### src/rtl/ps2_host_tx_if.sv
// PS/2 host transmit request/status bundle.
// master: the client that issues command bytes and watches status.
// slave : the ps2_host_tx engine that accepts bytes and reports outcome.
interface ps2_host_tx_if;
  logic [7:0] tx_data;
  logic       tx_valid;
  logic       tx_ready;
  logic       busy;
  logic       done;
  logic       err;

  modport master (
    output tx_data, tx_valid,
    input  tx_ready, busy, done, err
  );

  modport slave (
    input  tx_data, tx_valid,
    output tx_ready, busy, done, err
  );
endinterface

### src/rtl/ps2_host_tx.sv
// PS/2 host-to-device command transmitter.
// Inhibits the bus, issues request-to-send, then shifts out 8 data bits
// (LSB first), odd parity and stop on device clock falling edges, samples
// the device ACK on the 11th edge and reports done/err.
// Optional macro PS2_TX_TIMEOUT_EN adds a per-frame response timeout of
// TIMEOUT_CYCLES counted from request-to-send entry.
module ps2_host_tx #(
  parameter int INHIBIT_CYCLES = 5000,
  parameter int TIMEOUT_CYCLES = 750000
) (
  input  logic          clk_50,
  input  logic          rst,
  ps2_host_tx_if.slave  host,
  input  logic          ps2_clk_in,
  input  logic          ps2_dat_in,
  output logic          ps2_clk_oe,
  output logic          ps2_dat_oe
);

  localparam int INH_W = $clog2(INHIBIT_CYCLES) + 1;

  typedef enum logic [2:0] {
    IDLE,
    INHIBIT,
    RTS,
    XFER,
    WAIT_IDLE,
    FINISH
  } state_t;

  state_t             state;
  logic [1:0]         clk_sync;
  logic [1:0]         dat_sync;
  logic               clk_prev;
  logic               clk_s;
  logic               dat_s;
  logic               clk_fall;
  logic [7:0]         data_reg;
  logic               parity;
  logic               ack_ok;
  logic [3:0]         k;
  logic [3:0]         k_inc;
  logic [INH_W-1:0]   inh_cnt;

`ifdef PS2_TX_TIMEOUT_EN
  localparam int TO_W = $clog2(TIMEOUT_CYCLES) + 1;
  logic [TO_W-1:0]    to_cnt;
`endif

  assign clk_s    = clk_sync[1];
  assign dat_s    = dat_sync[1];
  assign clk_fall = clk_prev & ~clk_s;
  assign k_inc    = k + 4'd1;

  // Two-flop synchronizers on the raw lines plus a delayed copy of the clock for edge detection.
  always_ff @(posedge clk_50) begin
    if (rst) begin
      clk_sync <= 2'b11;
      dat_sync <= 2'b11;
      clk_prev <= 1'b1;
    end else begin
      clk_sync <= {clk_sync[0], ps2_clk_in};
      dat_sync <= {dat_sync[0], ps2_dat_in};
      clk_prev <= clk_s;
    end
  end

  // Frame sequencer: all line drives and status outputs are registered here.
  always_ff @(posedge clk_50) begin
    if (rst) begin
      state         <= IDLE;
      ps2_clk_oe    <= 1'b0;
      ps2_dat_oe    <= 1'b0;
      host.tx_ready <= 1'b1;
      host.busy     <= 1'b0;
      host.done     <= 1'b0;
      host.err      <= 1'b0;
      data_reg      <= 8'h00;
      parity        <= 1'b0;
      ack_ok        <= 1'b0;
      k             <= 4'd0;
      inh_cnt       <= '0;
`ifdef PS2_TX_TIMEOUT_EN
      to_cnt        <= '0;
`endif
    end else begin
      host.done <= 1'b0;
      host.err  <= 1'b0;

      case (state)
        IDLE: begin
          ps2_clk_oe    <= 1'b0;
          ps2_dat_oe    <= 1'b0;
          host.tx_ready <= 1'b1;
          host.busy     <= 1'b0;
          if (host.tx_valid && host.tx_ready) begin
            data_reg      <= host.tx_data;
            parity        <= ~^host.tx_data;
            inh_cnt       <= '0;
            ps2_clk_oe    <= 1'b1;
            host.tx_ready <= 1'b0;
            host.busy     <= 1'b1;
            state         <= INHIBIT;
          end
        end

        INHIBIT: begin
          if (inh_cnt == INH_W'(INHIBIT_CYCLES - 1)) begin
            ps2_clk_oe <= 1'b0;
            ps2_dat_oe <= 1'b1;
            k          <= 4'd0;
`ifdef PS2_TX_TIMEOUT_EN
            to_cnt     <= '0;
`endif
            state      <= RTS;
          end else begin
            inh_cnt <= inh_cnt + 1'b1;
          end
        end

        RTS: begin
          k     <= 4'd0;
          state <= XFER;
        end

        XFER: begin
          if (clk_fall) begin
            k <= k_inc;
            if (k_inc <= 4'd8) begin
              ps2_dat_oe <= ~data_reg[k[2:0]];
            end else if (k_inc == 4'd9) begin
              ps2_dat_oe <= ~parity;
            end else if (k_inc == 4'd10) begin
              ps2_dat_oe <= 1'b0;
            end else begin
              ack_ok <= ~dat_s;
              state  <= WAIT_IDLE;
            end
          end
        end

        WAIT_IDLE: begin
          if (clk_s && dat_s) begin
            host.done <= ack_ok;
            host.err  <= ~ack_ok;
            state     <= FINISH;
          end
        end

        FINISH: begin
          host.tx_ready <= 1'b1;
          host.busy     <= 1'b0;
          state         <= IDLE;
        end

        default: begin
          state <= IDLE;
        end
      endcase

`ifdef PS2_TX_TIMEOUT_EN
      if (state == RTS || state == XFER || state == WAIT_IDLE) begin
        if (to_cnt == TO_W'(TIMEOUT_CYCLES - 1)) begin
          ps2_clk_oe <= 1'b0;
          ps2_dat_oe <= 1'b0;
          host.done  <= 1'b0;
          host.err   <= 1'b1;
          state      <= FINISH;
        end else begin
          to_cnt <= to_cnt + 1'b1;
        end
      end
`endif
    end
  end

endmodule
### src/flat_wrapper.sv
// flat-port wrapper written by rule: the top's interface ports become plain ports
module ps2_host_tx_flat 
#(
  parameter int INHIBIT_CYCLES = 5000,
  parameter int TIMEOUT_CYCLES = 750000
)
  (clk_50, rst, ps2_clk_in, ps2_dat_in, ps2_clk_oe, ps2_dat_oe, host_tx_data, host_tx_valid, host_tx_ready, host_busy, host_done, host_err);
  ps2_host_tx_if host_i ();
  input  logic clk_50;
  input  logic rst;
  input  logic ps2_clk_in;
  input  logic ps2_dat_in;
  output logic ps2_clk_oe;
  output logic ps2_dat_oe;
  input wire logic [$bits(host_i.tx_data)-1:0] host_tx_data;
  input wire logic [$bits(host_i.tx_valid)-1:0] host_tx_valid;
  output wire logic [$bits(host_i.tx_ready)-1:0] host_tx_ready;
  output wire logic [$bits(host_i.busy)-1:0] host_busy;
  output wire logic [$bits(host_i.done)-1:0] host_done;
  output wire logic [$bits(host_i.err)-1:0] host_err;
  assign host_i.tx_data = host_tx_data;
  assign host_i.tx_valid = host_tx_valid;
  assign host_tx_ready = host_i.tx_ready;
  assign host_busy = host_i.busy;
  assign host_done = host_i.done;
  assign host_err = host_i.err;
  ps2_host_tx #(.INHIBIT_CYCLES(INHIBIT_CYCLES), .TIMEOUT_CYCLES(TIMEOUT_CYCLES)) u_core (.clk_50(clk_50), .rst(rst), .host(host_i), .ps2_clk_in(ps2_clk_in), .ps2_dat_in(ps2_dat_in), .ps2_clk_oe(ps2_clk_oe), .ps2_dat_oe(ps2_dat_oe));
endmodule
### config.mk
export PLATFORM = sky130hd
export DESIGN_NAME = ps2_host_tx_flat
export DESIGN_NICKNAME = d
export VERILOG_FILES = /design/src/rtl/ps2_host_tx_if.sv /design/src/rtl/ps2_host_tx.sv /design/src/flat_wrapper.sv
export SDC_FILE = /design/constraint.sdc
export NUM_CORES = 1
export LEC_CHECK = 0
export ABC_AREA = 1
export CORE_MARGIN = 3
export CORE_UTILIZATION = 51
export DETAILED_ROUTE_END_ITERATION = 7
export PLACE_DENSITY = 0.72
export SLEW_MARGIN = 40
export SYNTH_ARGS = -nofsm -noshare
export SYNTH_HDL_FRONTEND = slang
export SYNTH_SLANG_ARGS = --single-unit
export TNS_END_PERCENT = 20
### constraint.sdc
create_clock -name clk_50 -period 4.2 [get_ports clk_50]
set_input_delay 0.84 -clock clk_50 [delete_from_list [all_inputs] [get_ports clk_50]]
set_output_delay 0.84 -clock clk_50 [all_outputs]
set_load 0.01 [all_outputs]
==> impl_metrics.ini <==
[placed_design]
port_buffers = 18
dp_hpwl_um = 3624
place_ws_ns = 1.693
place_area_mm2 = 0.002447
gp_congestion = 0.8528

[run]
maxCapViolCount = 0

[yosys]
ys_async_sr_fraction_pct = 0
ys_warn_count = 0
synth_area_mm2 = 0.002243
syn-num-nets = 347
synth_cell_types = 33
synth-xor-area-share_pct = 3.514
yosys.area_share.adder_pct = 2.789
syn_inst = 329
synth_enable_flop_cells = 0
synth_seq_area_share_pct = 37.48
syn_avg_cell_area_um2 = 6.819
yosys.area_share.simple_pct = 35.86
synthMuxAreaShare_pct = 0
synth_top_family_by_area = simple AND/OR/NAND/NOR gates
synthFlopType = dfxtp_1
synth-seq-cells = 42
synth-compound-area-share_pct = 11.43

[floorplan]
start_util_pct = 54.52
fp.dieH_um = 72.33
core-area_mm2 = 0.004115
dieWidth_um = 72.33
dieArea_mm2 = 0.005231
rows = 23
io_pins = 19

[critical_path]
cp-end-kind = register
cp_max_fo = 20
worstSetupStartpointType = primary input
cp.arrival_ns = 2.39
startpoint = rst
cpMaxStageDelayCell = clkdlybuf4s50_1
slowest_delay_ns = 0.45
critPathKind = primary input to register
crit_chain = clkdlybuf4s50_1 -> buf_4 -> clkinv_1 -> nand2_1 -> inv_2 -> o21ai_0 -> nor2_1
reg2regPathDepth = 9
r2r-start = u_core.inh_cnt[0]
crit_required_ns = 4.40

[pwr]
power_switching_uw = 497.6
power_frac_comb_pct = 35.5
power_leakage_uw = 0.0009990
p_per_area_mw_per_mm2 = 503.8
p_seq_share_pct = 39.4
p_int_uw = 790.8
clkPwrFrac_pct = 25.1
p_sw_share_pct = 38.62
finalPower_uw = 1288
irDropWorstVdd_mv = 0.2563

[finish]
utilization_pct = 62.15
insertedDiodeCount = 0
area_delta_synth_final_pct = 14.00
seqCellArea_um2 = 840.8
fillers = 393
multiInputGateArea_mm2 = 0.001202
drive_above_1_share_pct = 7.429
design_area_mm2 = 0.002557
largest_reg_flops = 14
nets = 367

[min_path]
holdCritStartpoint = u_core.clk_sync[0]
hold_class = register to register
hold_path_depth = 1

[clock_tree]
cts_sinks = 42
cts_max_path_buffers = 2
h-tree-depth = 2
insertion_delay_ns = 0.30
cts_tree = done
ctsHoldBuffers = 0
clk_pin_slew_ns = 0.08
post_cts_buffers = 0
clockRootBuffer = clkbuf_8
cts.repair.resized = 0
cts_made_buffers = 5

[sta]
fin_ws_ns = 2.007
slew_headroom_pct = 67.16
rsz0062_at_grt = no
fin_tns_setup_ns = 0
fin_crit_sh_pct = 52.22
fmax_mhz = 455.9
clock_skew_ns = 0.008416
report.final.slew_viol_count = 0
worst_pin_slew_ns = 0.4926
hold_violations = 0
finalSetupViolCount = 0
period_minus_slack_ns = 2.193

[route]
avgRoutedWirePerCell_um = 12.25
drc = 0
firstDrtPassIters = 4
num_vias = 2144
wirelength_um = 4898
dr.first_iter.drc_count = 157
final_antenna_net_count = 0
avgViaCountPerCell = 5.360

[global_route]
grtUsageTotal_pct = 20.49
first_global_vias = 1902
overflow = 0
grtUsageMet3_pct = 4.294
grt_util_met2_pct = 31.95
grt_max_degree = 21
grt_antenna_before_repair = 0
grt_pass1_wl_um = 8514
grtUsageMet1_pct = 28.10
top_usage_layer = met2

[run_status]
status = finished clean
[layer usage]
layer	up-vias	part of all wire (%)	wire length [um]
met5	-	0	0
met1	987	50	2448
met2	48	45	2194
li1	1103	-	-
met3	6	3.9	190
met4	0	1.3	64
[power by group through the flow]
stage | clock [uW] | sequential [uW] | combinational (uW)
global placement | 0 | 515 | 450
global route | 346 | 517 | 517
detailed placement | 0 | 516 | 456
floorplan | 0 | 505 | 363
finish | 323 | 508 | 458
CTS | 329 | 507 | 458
[area by class of cell]
cell class              count  area share (%)
clock buffers               6           2.838
clock inverters             2           1.468
inverters                  41           6.018
multi-input cells         240           47.02
flip-flops and latches     42           32.88
well taps                  50           2.446
repair buffers             19           7.339
[cells in the mapped netlist, drive strengths merged, types with 2 or more instances]
library cell | number | area (um^2)
a21oi | 26 | 137.6
inv | 40 | 150.1
xnor2 | 5 | 43.79
nand4 | 11 | 68.82
nand3 | 33 | 170.2
or2 | 5 | 31.28
o21ai | 13 | 65.06
nor3 | 2 | 21.27
o21bai | 2 | 15.01
nand2 | 89 | 341.6
dfxtp | 42 | 840.8
a31o | 2 | 17.52
xor2 | 4 | 35.03
buf | 4 | 38.78
clkbuf | 2 | 7.510
ha | 5 | 62.56
nor2 | 37 | 148.9
[logic make-up (layout without fill, tap and decap cells)]
group	Yosys count	in the layout
simple gates	180	180
buf+inv	47	68
compound gates	46	46
flops	42	42
xor+xnor	9	9
fa+ha+maj	5	5
[per-stage QoR]
stage,std cells,hold WS (ns)
final,400,0.4138
after floorplan,329,0.3895
after detailed placement,392,0.3968
after CTS,400,0.4166
after global routing,400,0.4356
after global placement,392,0.3909
[worst paths after layout]
| path | to | slack [ns] |
|---|---|---|
| worst max-delay path | u_core.inh_cnt[3] | 2.01 |
| worst min-delay path | u_core.clk_sync[1] | 0.41 |
| worst max register to register | u_core.inh_cnt[10] | 2.14 |
| worst min register to register | u_core.clk_sync[1] | 0.41 |
[placed cells by master, fill, tap and decap left out, drive strengths merged, types with 2 or more instances in the layout]
master / instances
a21oi: 26
a31o: 2
clkbuf: 6
clkdlybuf4s50: 18
dfxtp: 42
ha: 5
inv: 40
nand2: 89
nand3: 33
nand4: 11
nor2: 37
nor3: 2
o21ai: 13
o21bai: 2
or2: 5
xnor2: 5
xor2: 4
[worst max-delay path: cells and delay by family]
family | cells | cell delay, ns
simple gates | 2 | 0.39
buf+inv | 4 | 1.06
compound gates | 1 | 0.09
(Power assumes the default switching activity.)
